--- config.mk ---
export PLATFORM = sky130hd
export DESIGN_NAME = kd_load_ctrl
export DESIGN_NICKNAME = d
export VERILOG_FILES = /design/src/rtl/kd_load_ctrl.sv
export SDC_FILE = /design/constraint.sdc
export NUM_CORES = 1
export LEC_CHECK = 0
export CORE_ASPECT_RATIO = 1.2
export CORE_MARGIN = 4
export CORE_UTILIZATION = 55
export DETAILED_ROUTE_END_ITERATION = 8
export DONT_BUFFER_PORTS = 1
export PLACE_DENSITY = 0.81
export SYNTH_ARGS = -nofsm -noshare
export SYNTH_HDL_FRONTEND = slang
export SYNTH_SLANG_ARGS = --single-unit
--- constraint.sdc ---
create_clock -name clk -period 2.31 [get_ports clk]
set_input_delay 0.1155 -clock clk [delete_from_list [all_inputs] [get_ports clk]]
set_output_delay 0.1155 -clock clk [all_outputs]
set_load 0.005 [all_outputs]
--- src/rtl/kd_load_ctrl.sv ---
// Input-stream sequencer: pops FIFO words and routes them to the internal-node
// registers, leaf memory and query memory in host order, packing patch words.
module kd_load_ctrl #(
  parameter int DATA_WIDTH   = 11,
  parameter int LEAF_SIZE    = 8,
  parameter int PATCH_SIZE   = 5,
  parameter int NUM_LEAVES   = 64,
  parameter int NUM_QUERYS   = 494,
  parameter int NUM_NODES    = NUM_LEAVES - 1,
  parameter int LEAF_ADDR_W  = $clog2(NUM_LEAVES),
  parameter int QUERY_ADDR_W = $clog2(NUM_QUERYS)
) (
  input  logic                             clk,
  input  logic                             rst_n,
  input  logic                             load_kdtree,
  input  logic                             in_fifo_rempty_n,
  input  logic [DATA_WIDTH-1:0]            in_fifo_rdata,
  output logic                             in_fifo_deq,
  output logic                             int_node_wen,
  output logic [LEAF_ADDR_W-1:0]           int_node_waddr,
  output logic                             int_node_sel,
  output logic [DATA_WIDTH-1:0]            int_node_wdata,
  output logic                             leaf_wen,
  output logic [LEAF_ADDR_W-1:0]           leaf_waddr,
  output logic [$clog2(LEAF_SIZE)-1:0]     leaf_wpatch_sel,
  output logic [PATCH_SIZE*DATA_WIDTH-1:0] leaf_wpatch,
  output logic [DATA_WIDTH-1:0]            leaf_widx,
  output logic                             query_wen,
  output logic [QUERY_ADDR_W-1:0]          query_waddr,
  output logic [PATCH_SIZE*DATA_WIDTH-1:0] query_wpatch,
  output logic                             busy,
  output logic                             load_done
);

  localparam int PSEL_W     = $clog2(LEAF_SIZE);
  localparam int NODE_WORDS = 2 * NUM_NODES;
  localparam int PW         = PATCH_SIZE * DATA_WIDTH;
  localparam int CNT_W      = ($clog2(NODE_WORDS) > $clog2(PATCH_SIZE + 1)) ?
                              $clog2(NODE_WORDS) : $clog2(PATCH_SIZE + 1);

  localparam logic [CNT_W-1:0]        NODE_LAST  = CNT_W'(NODE_WORDS - 1);
  localparam logic [CNT_W-1:0]        IDX_POS    = CNT_W'(PATCH_SIZE);
  localparam logic [CNT_W-1:0]        QWORD_LAST = CNT_W'(PATCH_SIZE - 1);
  localparam logic [PSEL_W-1:0]       SLOT_LAST  = PSEL_W'(LEAF_SIZE - 1);
  localparam logic [LEAF_ADDR_W-1:0]  LEAF_LAST  = LEAF_ADDR_W'(NUM_LEAVES - 1);
  localparam logic [QUERY_ADDR_W-1:0] QUERY_LAST = QUERY_ADDR_W'(NUM_QUERYS - 1);

  typedef enum logic [2:0] {
    S_IDLE     = 3'd0,
    S_INT_NODE = 3'd1,
    S_LEAF     = 3'd2,
    S_QUERY    = 3'd3,
    S_DONE     = 3'd4
  } state_t;

  state_t                  r_state;
  state_t                  w_next;
  logic [CNT_W-1:0]        r_word_cnt;
  logic [PSEL_W-1:0]       r_slot_cnt;
  logic [LEAF_ADDR_W-1:0]  r_leaf_cnt;
  logic [QUERY_ADDR_W-1:0] r_query_cnt;
  logic [DATA_WIDTH-1:0]   r_patch [PATCH_SIZE];

  logic                    r_int_node_wen, r_int_node_sel, r_leaf_wen, r_query_wen, r_load_done;
  logic [LEAF_ADDR_W-1:0]  r_int_node_waddr, r_leaf_waddr;
  logic [DATA_WIDTH-1:0]   r_int_node_wdata, r_leaf_widx;
  logic [PSEL_W-1:0]       r_leaf_wpatch_sel;
  logic [PW-1:0]           r_leaf_wpatch, r_query_wpatch;
  logic [QUERY_ADDR_W-1:0] r_query_waddr;

  logic          w_deq, w_busy, w_idle_like, w_start_load, w_start_query;
  logic          w_node_end, w_leaf_end, w_query_end;
  logic [PW-1:0] w_leaf_pack, w_query_pack;

  assign w_idle_like   = (r_state == S_IDLE) || (r_state == S_DONE);
  assign w_start_load  = w_idle_like && load_kdtree;
  assign w_start_query = w_idle_like && !load_kdtree && in_fifo_rempty_n;
  assign w_node_end    = w_deq && (r_word_cnt == NODE_LAST);
  assign w_leaf_end    = w_deq && (r_word_cnt == IDX_POS) && (r_slot_cnt == SLOT_LAST) &&
                         (r_leaf_cnt == LEAF_LAST);
  assign w_query_end   = w_deq && (r_word_cnt == QWORD_LAST) && (r_query_cnt == QUERY_LAST);

  // The query patch's last element comes straight from the FIFO head.
  always_comb begin
    w_leaf_pack = '0;
    for (int k = 0; k < PATCH_SIZE; k++) begin
      w_leaf_pack[k*DATA_WIDTH +: DATA_WIDTH] = r_patch[k];
    end
    w_query_pack = {in_fifo_rdata, w_leaf_pack[PW-DATA_WIDTH-1:0]};
  end

  always_ff @(posedge clk or negedge rst_n) begin
    if (!rst_n) r_state <= S_IDLE;
    else        r_state <= w_next;
  end

  always_comb begin
    w_next = r_state;
    case (r_state)
      S_IDLE, S_DONE: begin
        if (w_start_load)       w_next = S_INT_NODE;
        else if (w_start_query) w_next = S_QUERY;
        else                    w_next = r_state;
      end
      S_INT_NODE: w_next = w_node_end  ? S_LEAF  : S_INT_NODE;
      S_LEAF:     w_next = w_leaf_end  ? S_QUERY : S_LEAF;
      S_QUERY:    w_next = w_query_end ? S_DONE  : S_QUERY;
      default:    w_next = S_IDLE;
    endcase
  end

  always_comb begin
    w_busy = 1'b0;
    case (r_state)
      S_INT_NODE, S_LEAF, S_QUERY: w_busy = 1'b1;
      default:                     w_busy = 1'b0;
    endcase
    w_deq = w_busy && in_fifo_rempty_n;
  end

  always_ff @(posedge clk or negedge rst_n) begin
    if (!rst_n) begin
      r_word_cnt        <= '0;
      r_slot_cnt        <= '0;
      r_leaf_cnt        <= '0;
      r_query_cnt       <= '0;
      for (int k = 0; k < PATCH_SIZE; k++) r_patch[k] <= '0;
      r_int_node_wen    <= 1'b0;
      r_int_node_sel    <= 1'b0;
      r_int_node_waddr  <= '0;
      r_int_node_wdata  <= '0;
      r_leaf_wen        <= 1'b0;
      r_leaf_waddr      <= '0;
      r_leaf_wpatch_sel <= '0;
      r_leaf_wpatch     <= '0;
      r_leaf_widx       <= '0;
      r_query_wen       <= 1'b0;
      r_query_waddr     <= '0;
      r_query_wpatch    <= '0;
      r_load_done       <= 1'b0;
    end else begin
      r_int_node_wen <= 1'b0;
      r_leaf_wen     <= 1'b0;
      r_query_wen    <= 1'b0;
      if (w_start_load || w_start_query) begin
        r_word_cnt  <= '0;
        r_slot_cnt  <= '0;
        r_leaf_cnt  <= '0;
        r_query_cnt <= '0;
        r_load_done <= 1'b0;
      end else if (w_deq) begin
        case (r_state)
          S_INT_NODE: begin
            r_int_node_wen   <= 1'b1;
            r_int_node_waddr <= LEAF_ADDR_W'(r_word_cnt >> 1);
            r_int_node_sel   <= r_word_cnt[0];
            r_int_node_wdata <= in_fifo_rdata;
            r_word_cnt       <= w_node_end ? '0 : r_word_cnt + 1'b1;
          end
          S_LEAF: begin
            if (r_word_cnt == IDX_POS) begin
              r_leaf_wen        <= 1'b1;
              r_leaf_wpatch     <= w_leaf_pack;
              r_leaf_widx       <= in_fifo_rdata;
              r_leaf_waddr      <= r_leaf_cnt;
              r_leaf_wpatch_sel <= r_slot_cnt;
              r_word_cnt        <= '0;
              r_slot_cnt        <= r_slot_cnt + 1'b1;
              if (r_slot_cnt == SLOT_LAST) begin
                r_slot_cnt <= '0;
                r_leaf_cnt <= w_leaf_end ? '0 : r_leaf_cnt + 1'b1;
              end
            end else begin
              for (int k = 0; k < PATCH_SIZE; k++) begin
                if (r_word_cnt == CNT_W'(k)) r_patch[k] <= in_fifo_rdata;
              end
              r_word_cnt <= r_word_cnt + 1'b1;
            end
          end
          S_QUERY: begin
            if (r_word_cnt == QWORD_LAST) begin
              r_query_wen    <= 1'b1;
              r_query_wpatch <= w_query_pack;
              r_query_waddr  <= r_query_cnt;
              r_word_cnt     <= '0;
              r_query_cnt    <= w_query_end ? '0 : r_query_cnt + 1'b1;
              if (w_query_end) r_load_done <= 1'b1;
            end else begin
              for (int k = 0; k < PATCH_SIZE; k++) begin
                if (r_word_cnt == CNT_W'(k)) r_patch[k] <= in_fifo_rdata;
              end
              r_word_cnt <= r_word_cnt + 1'b1;
            end
          end
          default: ;
        endcase
      end
    end
  end

  assign in_fifo_deq     = w_deq;
  assign busy            = w_busy;
  assign load_done       = r_load_done;
  assign int_node_wen    = r_int_node_wen;
  assign int_node_waddr  = r_int_node_waddr;
  assign int_node_sel    = r_int_node_sel;
  assign int_node_wdata  = r_int_node_wdata;
  assign leaf_wen        = r_leaf_wen;
  assign leaf_waddr      = r_leaf_waddr;
  assign leaf_wpatch_sel = r_leaf_wpatch_sel;
  assign leaf_wpatch     = r_leaf_wpatch;
  assign leaf_widx       = r_leaf_widx;
  assign query_wen       = r_query_wen;
  assign query_waddr     = r_query_waddr;
  assign query_wpatch    = r_query_wpatch;

endmodule

==> impl_metrics.env, run 1 <==
export IMPL_ir_drop_mv=0.697
export IMPL_synthesis_area_um2=9770
export IMPL_tns_ns=0
export IMPL_grt_pass1_vias=6245
export IMPL_worstHoldPathType="in -> async"
export IMPL_reg2regPathDepth=4
export IMPL_clock_skew_ns=0.0132
export IMPL_io_pins=178
export IMPL_cts_hold_buffers=13
export IMPL_synth_edf_count=0
export IMPL_path_buf_inv=0
export IMPL_start_util_pct=55.8
export IMPL_start_kind="flop"
export IMPL_critPathArrivalTime_ns=2.61
export IMPL_tightest_slew_ns=0.924
export IMPL_synth_cell_types=53
export IMPL_vias=6208
export IMPL_pre_cts_slack_ns=0.0326
export IMPL_drv_cap=0
export IMPL_syn_inst=793
export IMPL_path_cells="or4_4 -> or4_4 -> o311a_1 -> mux2_4"
export IMPL_die_width_um=130
export IMPL_nNetsFinal=856
export IMPL_drt_total_wl_um=23200
export IMPL_crit_path_end_kind="flop"
export IMPL_vias_per_cell=5.80
export IMPL_grt_ovfl_total=0
export IMPL_drc=0
export IMPL_ys_ff_latch=244
export IMPL_first_pass_iters=5
export IMPL_max_slew_margin_pct=38.0
export IMPL_grt_max_degree=245
export IMPL_drive_above_1_share_pct=29.0
export IMPL_mappedNetlistNets=817
export IMPL_placementRows=53
export IMPL_slew_violations=0
export IMPL_yosys_area_top_type="dfrtp_1"
export IMPL_crit_type="reg -> reg"
export IMPL_antenna_found_initial=2
export IMPL_coreArea_um2=17500
export IMPL_synthArstFlopShare_pct=100
export IMPL_cts_tree="done"
export IMPL_drt_initial_drc_count=372
export IMPL_gp_congestion=0.838
export IMPL_reg2reg_to="r_query_cnt[8]$_DFFE_PN0P_"
export IMPL_post_cts_setup_buffers=0
export IMPL_die_area_um2=20000
export IMPL_ant_nets=0
export IMPL_cts_inserted_buffers=24
export IMPL_yosysSeqAreaShare_pct=62.5
export IMPL_grt_use_total_pct=22.7
export IMPL_dp_cells=1012
export IMPL_rr_startpoint="r_word_cnt[6]$_DFFE_PN0P_"
export IMPL_finalCritPeriodShare_pct=96.1
export IMPL_fmax_mhz=451
export IMPL_finalCriticalPeriod_ns=2.22
export IMPL_cp_max_fo=6
export IMPL_final_core_util_pct=64.4
export IMPL_violations="hold timing"
export IMPL_nFillCells=1252
export IMPL_hold_viol=244
export IMPL_worst_r2r_setup_slack_ns=0.09
export IMPL_postSynthAreaPerCell_um2=12.3
export IMPL_synth_top_area_share_pct=62.5
export IMPL_instances_no_fill=1071
export IMPL_wire_per_inst_um=21.6
export IMPL_setup_slack_ns=0.0910
export IMPL_clock_root_buffer="clkbuf_16"
export IMPL_cp_required_ns=2.70
export IMPL_dp_hpwl_um=14700
export IMPL_io_buffers=0
export IMPL_setup_viol=0
export IMPL_rsz0062_at_grt="false"
export IMPL_cts_sinks=244
export IMPL_htreeDepth=1
export IMPL_synthToLayoutAreaGrowth_pct=15.4
export IMPL_synth_ff_type="dfrtp_1"
export IMPL_status="complete, but fails checks"
export IMPL_die_h_um=154
export IMPL_p_per_area_nw_per_um2=1210
export IMPL_whs_ns=-0.689
export IMPL_crit_family="simple AND/OR/NAND/NOR gates"
export IMPL_cpMostUsedCell="or4_4"
export IMPL_clk_pin_slew_worst_paths_ns=0.07
export IMPL_slowest_delay_ns=0.59
export IMPL_grt_pass1_wl_um=35700
export IMPL_insertion_delay_ns=0.51
export IMPL_ys_warn_count=0
export IMPL_clockBufferDepth=3
export IMPL_worst_path_max_delay_cell="or4_4"
export IMPL_p_leak_nw=5.54
export IMPL_ys_top_cells_by_area="dfrtp_1 62%, mux2_2 17%, nand2_1 8.3%"
[cell families after synthesis]
| kind of cell | count (synthesis) | share of synthesized area [%] |
|---|---|---|
| muxes | 155 | 17.8 |
| xor gates and xnor gates | 2 | 0.179 |
| buffers and inverters | 49 | 2.25 |
| AOI/OAI and AO/OA | 46 | 3.29 |
| adders and majority gates | 9 | 1.15 |
| DFF | 244 | 62.5 |
| and+or+nand+nor | 288 | 12.8 |
[layout make-up]
class                   instances  area, um^2  area share (%)
diodes                          2        5.00          0.0444
clock buffers                  34         729            6.47
clock inverters                 9         125            1.11
inverters                      10        40.0           0.355
multi-input cells             500        3490            30.9
flip-flops and latches        244        6110            54.2
well taps                     220         275            2.44
repair buffers                 52         507            4.50
[how the worst max path moves through the flow]
stage / start / to / slack (ns) / cells after the start
4_1_cts: r_state[2]$_DFFE_PN0P_ / leaf_wpatch[21]$_DFFE_PN0P_ / 0.03 / 5
3_3_place_gp: r_state[2]$_DFFE_PN0P_ / leaf_wpatch[54]$_DFFE_PN0P_ / 0.08 / 5
5_1_grt: r_word_cnt[6]$_DFFE_PN0P_ / r_patch[47]$_DFFE_PN0P_ / 0.01 / 7
6_report: r_word_cnt[6]$_DFFE_PN0P_ / r_query_cnt[8]$_DFFE_PN0P_ / 0.09 / 4
3_5_place_dp: r_word_cnt[6]$_DFFE_PN0P_ / r_query_cnt[5]$_DFFE_PN0P_ / 0.03 / 6
2_1_floorplan: r_word_cnt[6]$_DFFE_PN0P_ / r_query_cnt[8]$_DFFE_PN0P_ / -0.0002 / 6
[stage by stage]
| stage | power [W] | area [um^2] |
|---|---|---|
| after CTS | 0.0137 | 11200 |
| final | 0.0137 | 11300 |
| after global routing | 0.0144 | 11300 |
| after detailed placement | 0.00952 | 10200 |
| after global placement | 0.00932 | 10200 |
| after floorplan | 0.00849 | 9780 |
[report_power, final]
part	internal (W)	switching, W	total [W]
combinational	0.00147	0.00122	0.00269
sequential	0.00569	0.00117	0.00686
clock	0.00253	0.00160	0.00413
total	0.00969	0.00399	0.0137
[worst register-to-register path, cell delays in order, from the launching register on]
cell and delay (ns):
dfrtp_1 0.38, or4_4 0.59, or4_4 0.49, o311a_1 0.39
mux2_4 0.27
[cell usage in the layout (no fill, tap or decap), types with 3 or more instances in the layout]
cell type / n
nand4_1: 3
nor4b_1: 3
mux2_2: 150
o311a_1: 3
nor2_1: 15
inv_1: 9
and3_1: 5
buf_12: 5
mux2i_1: 4
buf_4: 32
dfrtp_1: 244
nand3_1: 7
ha_1: 9
clkinv_2: 4
nor3_1: 6
nand2_1: 215
nor4_1: 9
bufinv_16: 3
o21ai_0: 11
a21oi_1: 8
a31o_2: 3
or3_1: 3
clkbuf_8: 7
dlygate4sd3_1: 13
nand2b_1: 3
clkbuf_16: 26
[sequential cells by signal (all words and copies together) (netlist names)]
| signal | flops |
|---|---|
| leaf_widx | 11 |
| int_node_waddr | 6 |
| query_waddr | 9 |
| r_patch | 55 |
| leaf_waddr | 6 |
| r_leaf_cnt | 6 |
| leaf_wen | 1 |
| int_node_sel | 1 |
| r_word_cnt | 7 |
| int_node_wdata | 11 |
| leaf_wpatch | 55 |
| leaf_wpatch_sel | 3 |
| r_slot_cnt | 3 |
| r_state | 3 |
| load_done | 1 |
| r_query_cnt | 9 |
| int_node_wen | 1 |
| query_wpatch | 55 |
| query_wen | 1 |
[metal layers]
metal  vias up  part of all wire (%)  track usage, %
met5         -                     0               0
met4         0                   2.7            7.33
met3        49                   8.4            6.64
met2       222                    50            37.8
met1      3139                    38            28.5
li1       2798                     -               -
[timing repair]
item                                    in CTS  in global routing
resized for setup                            0                  7
endpoints found under the setup margin       0                114
endpoints found under the hold margin      334                244
[synthesized netlist by cell type, types with 2 or more instances]
| master | count |
|---|---|
| nand2_1 | 215 |
| nand3_1 | 7 |
| nand4_1 | 3 |
| a21oi_1 | 8 |
| mux2i_1 | 4 |
| or3_1 | 3 |
| nor3_1 | 7 |
| o2111ai_1 | 2 |
| dfrtp_1 | 244 |
| buf_2 | 23 |
| and4b_1 | 2 |
| o311ai_0 | 2 |
| and3_1 | 5 |
| o21ai_0 | 11 |
| nand2b_1 | 3 |
| or4_1 | 3 |
| ha_1 | 9 |
| nand3b_1 | 2 |
| nor4_1 | 11 |
| nor2_1 | 16 |
| clkbuf_1 | 15 |
| o311a_1 | 3 |
| xnor2_1 | 2 |
| inv_1 | 9 |
| a31o_2 | 3 |
| o22a_1 | 2 |
| mux2_2 | 151 |
| nor4b_1 | 3 |
Note: power is estimated with default switching activity, not from simulation.
==> run 2, diff against run 1 <==
==> constraint.sdc (replaced) <==
create_clock -name clk -period 1.79 [get_ports clk]
set_input_delay 0.0895 -clock clk [delete_from_list [all_inputs] [get_ports clk]]
set_output_delay 0.0895 -clock clk [all_outputs]
set_load 0.005 [all_outputs]
==> impl_metrics.env, run 2 (synthesis gave the netlist of run 1 again) <==
export IMPL_status="complete, but fails checks"
export IMPL_violations="hold timing, setup timing"
export IMPL_instances_no_fill=1130
export IMPL_setup_slack_ns=-0.429
export IMPL_synthToLayoutAreaGrowth_pct=25.9
export IMPL_worstHoldPathType="in -> async"
export IMPL_cp_max_fo=6
export IMPL_p_seq_share_pct=47.9
export IMPL_finalCriticalPeriod_ns=2.22
export IMPL_finalPower_w=0.0185
export IMPL_cp_required_ns=2.18
export IMPL_cts_tree="done"
export IMPL_pre_cts_slack_ns=-0.453
export IMPL_whs_ns=-0.716
export IMPL_grt_max_degree=245
export IMPL_drv_cap=0
export IMPL_dp_hpwl_um=15400
export IMPL_placementRows=53
export IMPL_insertion_delay_ns=0.51
export IMPL_final_cell_mix="244 x dfrtp_1, 204 x nand2_1, 146 x mux2_2"
export IMPL_crit_path_end_kind="flop"
export IMPL_clock_skew_ns=0.00800
export IMPL_io_pins=178
export IMPL_coreArea_um2=17500
export IMPL_ir_drop_mv=0.914
export IMPL_switchingPower_w=0.00565
export IMPL_crit_type="reg -> reg"
export IMPL_nNetsFinal=917
export IMPL_rsz0062_at_grt="true"
export IMPL_setup_viol=223
export IMPL_cts_hold_buffers=13
export IMPL_ant_nets=0
export IMPL_vias_per_cell=5.79
export IMPL_worst_path_max_delay_cell="or4_4"
export IMPL_reg2regPathDepth=8
export IMPL_start_util_pct=55.8
export IMPL_grt_pass1_vias=6731
export IMPL_power_frac_comb_pct=24.6
export IMPL_p_int_w=0.0128
export IMPL_finalCritPeriodShare_pct=124
export IMPL_start_kind="flop"
export IMPL_drt_initial_drc_count=472
export IMPL_slowest_delay_ns=0.59
export IMPL_final_common_cell="dfrtp_1"
export IMPL_grt_ovfl_total=0
export IMPL_tightest_slew_ns=0.785
export IMPL_p_leak_nw=6.01
export IMPL_first_pass_iters=4
export IMPL_drc=0
export IMPL_die_h_um=154
export IMPL_die_area_um2=20000
export IMPL_slew_violations=0
export IMPL_n_antenna_cell=0
export IMPL_io_buffers=0
export IMPL_clock_root_buffer="clkbuf_16"
export IMPL_dp_cells=1054
export IMPL_path_cells="or4_4 -> buf_6 -> nor4_4 -> buf_6 -> buf_12 -> nand2_8 -> buf_12 -> mux2_4"
export IMPL_vias=6546
export IMPL_p_per_area_nw_per_um2=1500
export IMPL_htreeDepth=1
export IMPL_nFillCells=1120
export IMPL_worst_r2r_setup_slack_ns=-0.43
export IMPL_pwr_share_clk_pct=27.4
export IMPL_die_width_um=130
export IMPL_swShare_pct=30.6
export IMPL_grt_use_total_pct=24.0
export IMPL_grt_pass1_wl_um=37600
export IMPL_drive_above_1_share_pct=37.3
export IMPL_final_core_util_pct=70.3
export IMPL_clk_pin_slew_worst_paths_ns=0.06
export IMPL_cts_inserted_buffers=24
export IMPL_gp_congestion=0.881
export IMPL_max_slew_margin_pct=47.3
export IMPL_hold_viol=244
export IMPL_rr_startpoint="r_word_cnt[4]$_DFFE_PN0P_"
export IMPL_drt_total_wl_um=25500
export IMPL_antenna_found_initial=0
export IMPL_critPathArrivalTime_ns=2.61
export IMPL_reg2reg_to="r_patch[18]$_DFFE_PN0P_"
export IMPL_clockBufferDepth=3
export IMPL_fmax_mhz=451
export IMPL_cts_sinks=244
export IMPL_wire_per_inst_um=22.6
## run 2: changes by cell type in the layout (fill, tap and decap cells not counted), sizes merged
cell      previous run  this run
or2                  1         2
inv                 10        11
buf                 38        93
bufinv               3         1
clkbuf              35        38
clkinv               4         6
clkinvlp             2         3
diode                2         0
## run 2: layout make-up
| cell class | count | area [um^2] | area share, % |
|---|---|---|---|
| sequential | 244 | 6110 | 49.6 |
| multi-input combinational | 501 | 3720 | 30.3 |
| timing repair buffer | 112 | 1350 | 10.9 |
| clock buffer | 32 | 712 | 5.79 |
| tap | 220 | 275 | 2.24 |
| clock inverter | 11 | 95.1 | 0.773 |
| inverter | 10 | 45.0 | 0.366 |
## run 2: layer usage
metal | up-vias | routed length, um | global-route usage, %
met2 | 193 | 13300 | 41.6
met5 | - | 0 | 0
met1 | 3402 | 9880 | 30.4
met3 | 48 | 1670 | 5.49
li1 | 2903 | - | -
met4 | 0 | 701 | 5.94
## run 2: worst max path at each step
stage                                   start                         end  slack [ns]  depth (start not counted)
CTS                 r_word_cnt[4]$_DFFE_PN0P_  r_query_cnt[3]$_DFFE_PN0P_       -0.38                          6
finish              r_word_cnt[4]$_DFFE_PN0P_     r_patch[18]$_DFFE_PN0P_       -0.43                          8
floorplan           r_word_cnt[6]$_DFFE_PN0P_  r_query_cnt[8]$_DFFE_PN0P_       -0.52                          6
detailed placement  r_word_cnt[6]$_DFFE_PN0P_  r_query_cnt[5]$_DFFE_PN0P_       -0.45                          6
global placement    r_word_cnt[6]$_DFFE_PN0P_  r_query_cnt[5]$_DFFE_PN0P_       -0.43                          6
global route        r_word_cnt[4]$_DFFE_PN0P_     r_patch[18]$_DFFE_PN0P_       -0.46                          8
## run 2: through the flow
stage / hold slack (ns) / cell area [um^2] / setup TNS [ns]
after floorplan: -0.206 / 9970 / -64.27
after global placement: -0.193 / 10700 / -65.36
after detailed placement: -0.194 / 10700 / -73.03
after CTS: -0.738 / 12000 / -69.99
after global routing: -0.741 / 12300 / -85.94
final: -0.716 / 12300 / -74.72
## run 2: power by group through the flow
stage	Sequential (W)	Combinational (W)	Clock (W)
floorplan	0.00841	0.00263	0
global placement	0.00884	0.00353	0
detailed placement	0.00894	0.00370	0
CTS	0.00885	0.00438	0.00513
global route	0.00906	0.00493	0.00537
finish	0.00886	0.00456	0.00507
## run 2: critical path: cells and delay by family, from the launching register on
family	cells	cell delay [ns]
DFF	1	0.39
buffers and inverters	4	0.60
and+or+nand+nor	3	0.82
muxes	1	0.29
## run 2: what timing repair did
action                     CTS  global route
pin swaps                   17            13
gates resized for setup     47            30
setup endpoints to repair  225           226
hold endpoints to repair   334           244
cloned                       3             7
setup buffers                9             4
==> run 3, diff against run 2 <==
--- a/config.mk
+++ b/config.mk
@@ -6,7 +6,7 @@
 export NUM_CORES = 1
 export LEC_CHECK = 0
 export CORE_ASPECT_RATIO = 1.2
-export CORE_MARGIN = 4
+export CORE_MARGIN = 2
 export CORE_UTILIZATION = 55
 export DETAILED_ROUTE_END_ITERATION = 8
 export DONT_BUFFER_PORTS = 1
==> impl_metrics.env, run 3 (synthesis gave the netlist of run 1 again) <==
export IMPL_status="complete, but fails checks"
export IMPL_violations="hold timing, setup timing"
export IMPL_start_kind="flop"
export IMPL_final_core_util_pct=75.3
export IMPL_grt_use_met1_pct=33.0
export IMPL_grt_max_degree=245
export IMPL_clk_pin_slew_worst_paths_ns=0.06
export IMPL_cts_tree="done"
export IMPL_die_width_um=126
export IMPL_final_common_cell="dfrtp_1"
export IMPL_clock_skew_ns=0.00958
export IMPL_p_leak_nw=6.46
export IMPL_htreeDepth=1
export IMPL_io_pins=178
export IMPL_tightest_slew_ns=0.689
export IMPL_io_buffers=0
export IMPL_cts_hold_buffers=13
export IMPL_dpl_instance_area_um2=10600
export IMPL_grt_ovfl_total=0
export IMPL_hold_viol=244
export IMPL_whs_ns=-0.714
export IMPL_vias_per_cell=5.98
export IMPL_crit_type="reg -> reg"
export IMPL_setup_viol=225
export IMPL_die_area_um2=18900
export IMPL_synthToLayoutAreaGrowth_pct=34.4
export IMPL_setup_slack_ns=-0.451
export IMPL_grt_busiest_layer="met2"
export IMPL_clock_root_buffer="clkbuf_16"
export IMPL_fmax_mhz=446
export IMPL_rsz0062_at_grt="true"
export IMPL_wire_per_inst_um=25.5
export IMPL_nNetsFinal=931
export IMPL_drive_above_1_share_pct=44.6
export IMPL_finalCritPeriodShare_pct=125
export IMPL_max_slew_margin_pct=53.9
export IMPL_n_antenna_cell=0
export IMPL_ant_nets=0
export IMPL_placementRows=53
export IMPL_reg2regPathDepth=9
export IMPL_worstHoldPathType="in -> async"
export IMPL_start_util_pct=56.0
export IMPL_drc=0
export IMPL_drt_initial_drc_count=657
export IMPL_tns_ns=-74.26
export IMPL_gp_congestion=0.865
export IMPL_first_pass_iters=5
export IMPL_grt_util_met3_pct=6.79
export IMPL_cp_max_fo=7
export IMPL_grt_pass1_wl_um=39000
export IMPL_met2_usage_pct=47.3
export IMPL_finalInstanceArea_um2=13100
export IMPL_grt_pass1_vias=6699
export IMPL_finalCriticalPeriod_ns=2.24
export IMPL_crit_path_end_kind="flop"
export IMPL_dp_hpwl_um=15000
export IMPL_cp_required_ns=2.23
export IMPL_final_cell_mix="243 x dfrtp_1, 141 x nand2_1, 78 x mux2_4"
export IMPL_drv_cap=0
export IMPL_cts_sinks=244
export IMPL_p_per_area_nw_per_um2=1480
export IMPL_insertion_delay_ns=0.51
export IMPL_ir_drop_mv=0.881
export IMPL_antenna_found_initial=0
export IMPL_die_h_um=150
export IMPL_clockBufferDepth=3
export IMPL_cts_inserted_buffers=24
export IMPL_slew_violations=0
export IMPL_vias=6830
export IMPL_critPathArrivalTime_ns=2.68
export IMPL_pre_cts_slack_ns=-0.473
export IMPL_drt_total_wl_um=29100
export IMPL_grt_use_total_pct=26.6
export IMPL_coreArea_um2=17400
run 3: cell count changes in the layout (fill, tap and decap cells not counted), sizes merged, moves of 2 or more:
cell,before,now
clkbuf,38,47
buf,93,101
clkinv,6,3
bufinv,1,3
clkinvlp,3,1
run 3: repair_timing:
| item | 4_1_cts | 5_1_grt |
|---|---|---|
| gates resized for setup | 43 | 214 |
| endpoints found under the setup margin | 225 | 226 |
| hold endpoints to repair | 334 | 244 |
| buffers inserted | 11 | 10 |
| pin swaps | 15 | 51 |
| gates cloned | 9 | 18 |
run 3: worst paths after layout:
kind	from	endpoint	slack (ns)
worst max-delay path	r_word_cnt[6]$_DFFE_PN0P_	query_wpatch[27]$_DFFE_PN0P_	-0.45
worst min-delay path	rst_n	query_waddr[5]$_DFFE_PN0P_	-0.71
worst max register to register	r_word_cnt[6]$_DFFE_PN0P_	query_wpatch[27]$_DFFE_PN0P_	-0.45
worst min register to register	query_wpatch[38]$_DFFE_PN0P_	query_wpatch[38]$_DFFE_PN0P_	0.50
max in group asynchronous	rst_n	query_wpatch[23]$_DFFE_PN0P_	2.13
min in group clk	in_fifo_rempty_n	int_node_wen$_DFF_PN0_	0.09
run 3: cell type report:
type                            instances  area [um^2]
Tap cell                              220          275
Fill cell                             994         4310
Clock buffer                           34          699
Inverter                               10         45.0
Multi-Input combinational cell        500         4220
Sequential cell                       244         6110
Timing Repair Buffer                  127         1670
Clock inverter                          7          113
run 3: per-layer routing:
| metal | routed length [um] | vias to the layer above | share of wire, % |
|---|---|---|---|
| li1 | - | 2949 | - |
| met1 | 10800 | 3544 | 37 |
| met2 | 15300 | 267 | 52 |
| met3 | 1990 | 70 | 6.8 |
| met4 | 1010 | 0 | 3.5 |
| met5 | 0 | - | 0 |
run 3: worst max-delay path: stages (launching register included):
cell	delay [ns]
dfrtp_1	0.38
or4_4	0.61
or3b_4	0.49
inv_8	0.10
buf_12	0.11
buf_12	0.12
buf_12	0.12
buf_16	0.12
nand2_1	0.05
nand2_1	0.07
run 3: power breakdown:
group	switching, W	total, W	internal, W
clock	0.00207	0.00520	0.00314
combinational	0.00222	0.00512	0.00289
sequential	0.00176	0.00910	0.00734
total	0.00605	0.0194	0.0134
run 3: metrics by stage:
stage	power (W)	instances
after floorplan	0.0110	793
after global placement	0.0123	1047
after detailed placement	0.0126	1047
after CTS	0.0182	1120
after global routing	0.0202	1142
final	0.0194	1142
